--- config.mk ---
export PLATFORM = sky130hd
export DESIGN_NAME = fsm_control_multi
export DESIGN_NICKNAME = d
export VERILOG_FILES = /design/src/rtl/fsm_control_multi.sv
export SDC_FILE = /design/constraint.sdc
export NUM_CORES = 1
export LEC_CHECK = 0
export CAP_MARGIN = 0
export CORE_ASPECT_RATIO = 0.7
export CORE_UTILIZATION = 38
export DETAILED_ROUTE_END_ITERATION = 16
export GPL_TIMING_DRIVEN = 0
export HOLD_SLACK_MARGIN = 0.15
export PLACE_DENSITY = 0.83
export SYNTH_ARGS = -nofsm -noshare
export SYNTH_HDL_FRONTEND = slang
export SYNTH_SLANG_ARGS = --single-unit
--- constraint.sdc ---
create_clock -name clk -period 1.9 [get_ports clk]
set_input_delay 0.19 -clock clk [delete_from_list [all_inputs] [get_ports clk]]
set_output_delay 0.19 -clock clk [all_outputs]
set_load 0.005 [all_outputs]
--- src/rtl/fsm_control_multi.sv ---
// Control FSM for the flow-control datapath: threshold capture, IDLE/ACTIVE reporting,
// sticky per-FIFO overflow errors and a saturating count of error entries.
module fsm_control_multi #(
   parameter int NUM_FIFOS = 5,
   parameter int UMB_W     = 4,
   parameter int CNT_W     = 4
) (
   input  logic                       clk,
   input  logic                       reset,
   input  logic                       init,
   input  logic                       err_clear,
   input  logic [NUM_FIFOS*UMB_W-1:0] umbral_in,
   input  logic [NUM_FIFOS-1:0]       fifo_error,
   input  logic [NUM_FIFOS-1:0]       fifo_empty,
   output logic [NUM_FIFOS*UMB_W-1:0] umbrales_out,
   output logic [2:0]                 state_out,
   output logic                       idle_out,
   output logic                       active_out,
   output logic [NUM_FIFOS-1:0]       error_out,
   output logic [CNT_W-1:0]           error_cnt
);

   typedef enum logic [2:0] {
      ST_RESET  = 3'd0,
      ST_INIT   = 3'd1,
      ST_IDLE   = 3'd2,
      ST_ACTIVE = 3'd3,
      ST_ERROR  = 3'd4
   } state_t;

   localparam logic [CNT_W-1:0] CNT_MAX = {CNT_W{1'b1}};

   state_t state;
   state_t next_state;
   logic   any_err;
   logic   all_empty;

   assign any_err   = |fifo_error;
   assign all_empty = &fifo_empty;
   assign state_out = state;

   // Next-state decode; init overrides every legal state, illegal codes fall back to RESET.
   always_comb begin
      next_state = ST_RESET;
      case (state)
         ST_RESET: next_state = ST_INIT;
         ST_INIT: begin
            if (init)         next_state = ST_INIT;
            else if (any_err) next_state = ST_ERROR;
            else              next_state = ST_IDLE;
         end
         ST_IDLE: begin
            if (init)            next_state = ST_INIT;
            else if (any_err)    next_state = ST_ERROR;
            else if (!all_empty) next_state = ST_ACTIVE;
            else                 next_state = ST_IDLE;
         end
         ST_ACTIVE: begin
            if (init)           next_state = ST_INIT;
            else if (any_err)   next_state = ST_ERROR;
            else if (all_empty) next_state = ST_IDLE;
            else                next_state = ST_ACTIVE;
         end
         ST_ERROR: begin
            if (init)                       next_state = ST_INIT;
            else if (err_clear && !any_err) next_state = ST_IDLE;
            else                            next_state = ST_ERROR;
         end
         default: next_state = ST_RESET;
      endcase
   end

   // State register and all registered outputs; error flags are only ever non-zero in ERROR.
   always_ff @(posedge clk) begin
      if (!reset) begin
         state        <= ST_RESET;
         idle_out     <= 1'b0;
         active_out   <= 1'b0;
         umbrales_out <= '0;
         error_out    <= '0;
         error_cnt    <= '0;
      end else begin
         state      <= next_state;
         idle_out   <= (next_state == ST_IDLE);
         active_out <= (next_state == ST_ACTIVE);

         if ((state == ST_INIT) || (state == ST_ERROR)) begin
            umbrales_out <= umbral_in;
         end else begin
            umbrales_out <= umbrales_out;
         end

         if (next_state == ST_ERROR) begin
            if (state == ST_ERROR) begin
               error_out <= error_out | fifo_error;
            end else begin
               error_out <= fifo_error;
            end
         end else begin
            error_out <= '0;
         end

         if ((next_state == ST_ERROR) && (state != ST_ERROR) && (error_cnt != CNT_MAX)) begin
            error_cnt <= error_cnt + CNT_W'(1);
         end else begin
            error_cnt <= error_cnt;
         end
      end
   end

endmodule
==> results.tsv <==
metric	value	unit
Setup CP Type	in -> reg	
Die Area	3650	um2
Startpoint Class	input port	
Compound-Gate Fraction of Synth Area	10.1	%
ANT cells	0	
reg2reg setup slack	0.35	ns
Slowest Stage Delay on Critical Path	0.51	ns
initial antenna violation count	0	
outcome	finished clean	
length of the first detailed-routing pass in iterations	4	
Synth Area in Adders	1.74	%
setup bufs post-CTS	0	
CTS resizes	0	
number of global-route vias before repair	1110	
Synth cell types	27	
Post-synth EDFFs	0	
Final nets	244	
Synth Area in XOR/XNOR	0.677	%
CTS tree	done	
Starting Density	40.5	%
setup ws final	0.224	ns
Final setup viols	0	
worst slack, placed	-0.0660	ns
final wirelength	3040	um
clock latency on the worst-skew pair	0.28	ns
period utilization	88.2	%
simple-gate share of the synthesized area	15.9	%
Worst Path Buf+Inv	1	
DRC viols	0	
RSZ-0062 raised after global routing	no	
worst reg2reg endpoint	error_cnt[3]	
Required @ worst endpoint	2.05	ns
crit path DAT	1.83	ns
Chip Width	71.7	um
number of cells on the critical path	5	
layout cells sized above 1	6.67	%
Async SR Flop Fraction	0	%
kind of cell adding the most delay to the critical path	simple AND/OR/NAND/NOR gates	
# hold bufs at CTS	0	
HPWL Detailed	2400	um
pin count of the biggest net entering global routing	12	
Avg Cell Area, Syn	9.58	um2
Clock Skews	0.00621	ns
Placer Congestion	0.773	
Critical Path Source	fifo_error[2]	
slowest CP cell	nor4_1	
worst path cell trace	clkdlybuf4s50_1 -> nor4_1 -> a21oi_1 -> o21ai_1 -> nor2_1	
WL per Instance	12.3	um
Cell Area, Synth	1290	um2
IO Port Bufs	67	
Clock Path Buffers	2	
power per cell area	780	nW/um2
R2R cell count	4	
Max rail drop VDD	769	uV
fmax	597	MHz
clk sinks	34	
Max-slew headroom	62.0	%
Area Growth Syn to Fin	62.9	%
CP endpoint	error_out[4]	
final hold vios	0	
CTS root buf	clkbuf_8	
reg-to-reg critical path startpoint	error_cnt[0]	
Die Span Y	50.8	um
Post-Syn Instances	135	
Rows	17	
first-pass GRT wire length	4730	um
post-DR vias/cell	4.83	
Worst-path clk slew	0.06	ns
CP Capture Type	flop	
remaining antenna violation count	0	
GRT Total Usage	17.1	%
Core Area	3190	um2
CTS buffer count	5	
Main synth FF type	dfxtp_1	
Max Cap Viol	0	
main combinational cell family by area after synthesis	multiplexers	
Period minus WS final	1.68	ns
P_leak	0.864	nW
DR vias	1198	
max-slew violations	0	
initial DRC count	75	
Hold WC Path Type	reg -> reg	
Finished Core Util	66.0	%
GRT overflow	0	
yosys warns	0	
worst slew pin tran	0.566	ns
Post-Syn Nets	170	
CTS H-tree lvls	2	
Top Ports	68	
Critical Path Fanout Max	6	
sequential area share after synthesis	52.6	%
multiplexer area fraction after synthesis	16.2	%
flops & latches, synth	34	
[stage by stage]
stage	cells	hold WS, ns	power (mW)	cell area, um2	setup TNS [ns]
floorplan	135	0.307	0.932	1290	0
global placement	240	0.467	1.10	2010	-0.00772
detailed placement	240	0.486	1.12	2010	-0.293
CTS	248	0.502	1.66	2110	0
global route	248	0.524	1.72	2110	0
finish	248	0.496	1.64	2110	0
[sequential cells by signal (all words and copies together) (netlist names)]
| register | count |
|---|---|
| error_out | 5 |
| state_out | 3 |
| umbrales_out | 20 |
| idle_out | 1 |
| error_cnt | 4 |
| active_out | 1 |
[worst min-delay path, cell delays in order (launching register included)]
cell and delay [ns]:
dfxtp_1 0.32, mux2i_1 0.07, nor2_1 0.07
[how the worst min path moves through the flow]
stage                                start                to  slack, ns  depth (start not counted)
after global placement        error_out[2]      error_out[2]       0.47                          2
after CTS                     error_out[2]      error_out[2]       0.50                          2
after floorplan              fifo_error[0]      error_out[0]       0.31                          2
after global routing      umbrales_out[11]  umbrales_out[11]       0.52                          2
after detailed placement   umbrales_out[0]   umbrales_out[0]       0.49                          2
final                     umbrales_out[14]  umbrales_out[14]       0.50                          2
[power breakdown]
group | switching (mW) | internal (mW) | leakage [nW]
Combinational | 0.114 | 0.198 | 0.539
Clock | 0.256 | 0.291 | 0.0472
Sequential | 0.0276 | 0.758 | 0.278
[logic make-up (layout without fill, tap and decap cells)]
logic type / Yosys count / count (layout)
compound gates: 21 / 21
xor+xnor: 1 / 1
fa+ha+maj: 2 / 2
buf+inv: 9 / 84
flops: 34 / 34
mux: 21 / 21
simple gates: 47 / 47
[layer usage]
metal  vias to the layer above  global-route usage [%]  share of wire, %
met5                         -                       0                 0
met4                         0                    4.90               1.0
met3                         5                    6.51               7.3
met2                        43                    29.4                47
met1                       535                    20.0                45
li1                        615                       -                 -
[cell usage in the layout (no fill, tap or decap), types with 2 or more instances in the layout]
cell type and n:
clkbuf_1 2, dfxtp_1 34, nand2_1 3, mux2i_1 21, nand3_1 5, nor2_1 31
inv_1 5, o21ai_0 2, clkbuf_8 6, nor3_1 2, buf_2 2, a21oi_1 10
clkdlybuf4s50_1 67, o31ai_1 2, a31oi_1 2
[synthesized netlist by cell type, drive strengths merged, types with 2 or more instances]
library cell | instances | area [um2]
buf | 2 | 10.0
nor2 | 31 | 116
a31oi | 2 | 12.5
a21oi | 10 | 50.1
inv | 5 | 18.8
nand2 | 3 | 11.3
o21ai | 3 | 15.0
nor3 | 2 | 10.0
nand3 | 5 | 25.0
mux2i | 21 | 210
dfxtp | 34 | 681
o31ai | 2 | 15.0
clkbuf | 2 | 7.51
[layout make-up]
class,instances,area [um2]
fill,256,1080
sequential,34,681
timing repair buffer,67,671
multi-input combinational,92,577
clock buffer,6,82.6
tap,38,47.5
inverter,5,18.8
buffer,4,17.5
clock inverter,2,12.5
No activity file was read; power rests on OpenSTA's default activity.
==> RTL edit 1 (same settings) <==
The parameter `UMB_W` goes from 4 to 6.
--- a/src/rtl/fsm_control_multi.sv
+++ b/src/rtl/fsm_control_multi.sv
@@ -3,5 +3,5 @@
 module fsm_control_multi #(
    parameter int NUM_FIFOS = 5,
-   parameter int UMB_W     = 4,
+   parameter int UMB_W     = 6,
    parameter int CNT_W     = 4
 ) (
Ports: changed (resized umbral_in and umbrales_out); port bits go from 68 to 88. No check against the original RTL was run, so the function may have changed too.
==> RTL edit 1 against the unedited design <==
  * Wire length grew 35%
  * Sequential share of layout area rose by 0.53 points
  * Synthesized area up 27%
  * Setup slack gained 0.17 ns
  * Total power grew 28%
  * Sequential cell count increased by 10
  * Clock skew is essentially flat
  * Design area is 27% higher
  * Synthesized cell count increased by 49%
  * Clock power grew 25%
==> RTL edit 1: results (changes against the unedited design) <==
synth_area_leaders: "dfxtp_1 (54%), nand2_1 (14%), a21oi_1 (12%), nor2_1 (2.1%), clkbuf_1 (1.4%)"
r2r_setup_slack_ns: 0.40  # +0.05 ns
ys_ff_latch: 44  # +29%
crit_family: "buffers and inverters"
slew_headroom: 0.635  # +0.0153
worstReg2RegStart: "state_out[2]"
ys_seq_area_frac: 0.537  # +0.0113
cp.depth: 1  # -4
reg_top3: "umbrales_out x30, error_out x5, error_cnt x4"
inverters: 6  # +1
met3_usage: 0.0800  # +0.0149
wl_met3_um: 509  # +130%
wl_met1_mm: 1.90  # +39%
met2_usage: 0.269  # -0.0253
final_nets: 340  # +39%
synthTopCellsByCount: "nand2_1 (62), dfxtp_1 (44), a21oi_1 (39)"
seqCellArea_um2: 881  # +29%
status: "completed"
signal_buffers: 97  # +37%
r2r_end: "umbrales_out[25]"
critical-path-max-stage-delay_ns: 0.55  # +0.04 ns
buffer_area_frac: 0.340  # +0.0139
met2WireLength_mm: 1.64  # +16%
rr_worst_depth: 6  # +2
synth_cell_types: 30  # +11%
critPathCapture: "state_out[0]"
min_path_cells: 3  # +1
numPortBuffers: 87  # +30%
leakagePower_uw: 0.00103  # +19%
fin_skew_ns: 0.00656  # +0.000352 ns
grt_pass1_vias: 1464  # +32%
drtIter0Drc: 30  # -60%
cts.clk_slew.worst_paths_ns: 0.08  # +0.02 ns
n_fill_cell: 361  # +41%
vias: 1639  # +37%
min_path_type: "input pin to flop"
wl_per_cell_um: 11.8  # -3.9%
gp_congestion: 0.720  # -6.9%
grt_max_degree: 14  # +2
cp.arrival_ns: 1.31  # -0.52 ns
grtUsageMet1: 0.260  # +0.0598
clkCellAreaFrac: 0.0401  # -0.00502
-- RTL edit 1: cell types whose count changed in the layout (fill, tap and decap cells not counted), moves of 3 or more --
cell             delta
clkbuf_1            +5
and3_1              +3
a21oi_1            +29
mux2i_1            -20
nand2_1            +59
nor2_1             -22
clkdlybuf4s50_1    +20
dfxtp_1            +10
-- RTL edit 1: kinds of logic (layout without fill, tap and decap cells) --
kind of cell / count (synthesis) / in the layout / share of synthesized area
multiplexers: 1 / 1 / 0.00611
AND/OR/NAND/NOR: 88 / 88 / 0.231
XOR/XNOR: 1 / 1 / 0.00534
flip-flops: 44 / 44 / 0.537
adder cells (fa/ha/maj): 2 / 2 / 0.0137
AO/OA/AOI/OAI: 49 / 49 / 0.167
buffers and inverters: 16 / 111 / 0.0397
-- RTL edit 1: worst min-delay path by stage --
stage / slack, ns / start / to
3_5_place_dp: 0.45 / umbrales_out[7] / umbrales_out[7]
2_1_floorplan: 0.31 / fifo_error[0] / error_out[0]
4_1_cts: 0.43 / umbral_in[16] / umbrales_out[16]
3_3_place_gp: 0.44 / umbrales_out[21] / umbrales_out[21]
5_1_grt: 0.44 / umbral_in[13] / umbrales_out[13]
6_report: 0.45 / umbral_in[13] / umbrales_out[13]
-- RTL edit 1: per-stage QoR --
step | setup WS [ns] | cells | hold slack, ns | cell area [um^2]
CTS | 0.380 | 348 | 0.433 | 2680
finish | 0.398 | 348 | 0.445 | 2680
global route | 0.246 | 348 | 0.439 | 2680
floorplan | 0.567 | 201 | 0.307 | 1640
global placement | 0.141 | 340 | 0.441 | 2570
detailed placement | 0.120 | 340 | 0.446 | 2570
-- RTL edit 1: where the power goes --
group	switching [uW]	total, uW	internal, uW
sequential	32.9	1020	984
clock	294	684	390
combinational	170	410	240
total	497	2110	1610
==> RTL edit 2 (same settings) <==
Without the edit above. Make the reset (`reset`) asynchronous in one clocked block.
--- a/src/rtl/fsm_control_multi.sv
+++ b/src/rtl/fsm_control_multi.sv
@@ -72,5 +72,5 @@
 
    // State register and all registered outputs; error flags are only ever non-zero in ERROR.
-   always_ff @(posedge clk) begin
+   always_ff @(posedge clk or negedge reset) begin
       if (!reset) begin
          state        <= ST_RESET;
Check against the original RTL: differs if reset is asserted again (counterexample within 4 cycles, from zero or initial values and one cycle with reset low); with reset held inactive, the same outputs for 10 cycles.
==> RTL edit 2 against the unedited design <==
  * Non-clock buffer count fell by 1
  * Setup slack improved by 0.10 ns
  * Design area is 6.5% higher
  * Global-route usage rose by 1.4 points
  * Fmax grew 6.4%
  * Register-to-register slack about the same
  * Synthesized area up 8.2%
  * First-iteration DRC count decreased by 60%
  * Sequential cell count unchanged
  * Wire length up 2.9%
  * Critical endpoint is now state_out[1]
Power is not compared: it rests on default switching activity, and its combinational part moved more than twofold at a synthesized area within 25%.
==> RTL edit 2: results (changes against the unedited design) <==
syn_inst: 103  # -24%
grt_pass1_vias: 1200  # +8.1%
via_per_inst: 4.94  # +2.2%
fin_area_mm2: 0.00224  # +6.5%
crit_path_max_fanout: 8  # +2
rr_worst_depth: 5  # +1
ys_seq_area_frac: 0.608  # +0.0816
worstReg2RegStart: "error_cnt[0]"
hp-start: "umbrales_out[0]"
whs_endpoint: "umbrales_out[0]"
synthAdderAreaFrac: 0.0170  # -0.000429
min_path_cells: 1  # -1
startpoint: "state_out[1]"
grt_max_degree: 35  # +23
status: "completed"
gp_congestion: 0.781  # +1.0%
synth_cell_types: 25  # -7.4%
crit_family: "buffers and inverters"
layout-drive-gt1-share: 0.0894  # +0.0227
final_nets: 213  # -13%
synth_flop_cell: "dfrtp_1"
wl_per_cell_um: 13.7  # +11%
drtIter0Drc: 30  # -60%
r2r_end: "error_cnt[1]"
dp_hpwl_mm: 2.39  # -0.40%
synth_mux_area_frac: 0.180  # +0.0171
critical-path-max-stage-delay_ns: 0.58  # +0.07 ns
grt_pass1_wl_mm: 5.17  # +9.4%
synthArstFlopShare: 1.00  # +1.00
synth_area_leaders: "dfrtp_1 (61%), mux2_1 (17%), nor2_1 (2.4%), a21oi_1 (1.8%), nor3_2 (1.4%)"
grt_usage: 0.185  # +0.0142
cp.arrival_ns: 1.39  # -0.44 ns
[RTL edit 2: cell count changes after synthesis, sizes merged, moves of 3 or more]
cell | before | now
mux2 | 0 | 22
dfrtp | 0 | 34
nor3 | 2 | 5
nor2 | 31 | 10
a21oi | 10 | 5
mux2i | 21 | 0
dfxtp | 34 | 0
o21ai | 3 | 0
[RTL edit 2: metrics by stage]
step / cells / hold slack [ns] / power (uW) / setup WS, ns
detailed placement: 220 / 0.299 / 2370 / 0.269
floorplan: 103 / -0.106 / 1630 / 0.463
global placement: 220 / 0.466 / 2310 / 0.00305
CTS: 229 / 0.490 / 3030 / 0.318
global route: 229 / 0.499 / 3180 / 0.259
finish: 229 / 0.487 / 2980 / 0.325
[RTL edit 2: how the worst max path moves through the flow]
stage	to
floorplan	error_cnt[1]
global placement	umbrales_out[18]
detailed placement	error_cnt[1]
CTS	state_out[1]
global route	state_out[1]
finish	state_out[1]
[RTL edit 2: power by group through the flow]
stage | logic (uW) | registers, uW | clock network (uW)
after detailed placement | 1190 | 1190 | 0
after global routing | 1270 | 1220 | 689
final | 1170 | 1180 | 636
after global placement | 1150 | 1160 | 0
after floorplan | 439 | 1190 | 0
after CTS | 1190 | 1180 | 658
[RTL edit 2: kinds of logic after synthesis]
group                    Yosys count
AO/OA/AOI/OAI                     11
XOR/XNOR                           3
adder cells (fa/ha/maj)            2
buffers and inverters              5
flip-flops                        34
multiplexers                      22
AND/OR/NAND/NOR                   26
[RTL edit 2: per-layer routing]
layer,GRT usage,vias up,wire length (um)
li1,-,513,-
met1,0.200,560,1270
met2,0.314,51,1530
met3,0.0750,7,278
met4,0.0943,0,53
met5,0,-,0
[RTL edit 2: final cells by class]
cell class	count	area, um^2
buffer	2	15.0
clock buffer	7	76.3
clock inverter	1	30.0
fill	287	1270
inverter	3	11.3
multi-input combinational	64	523
sequential	34	851
tap	50	62.6
timing repair buffer	68	676
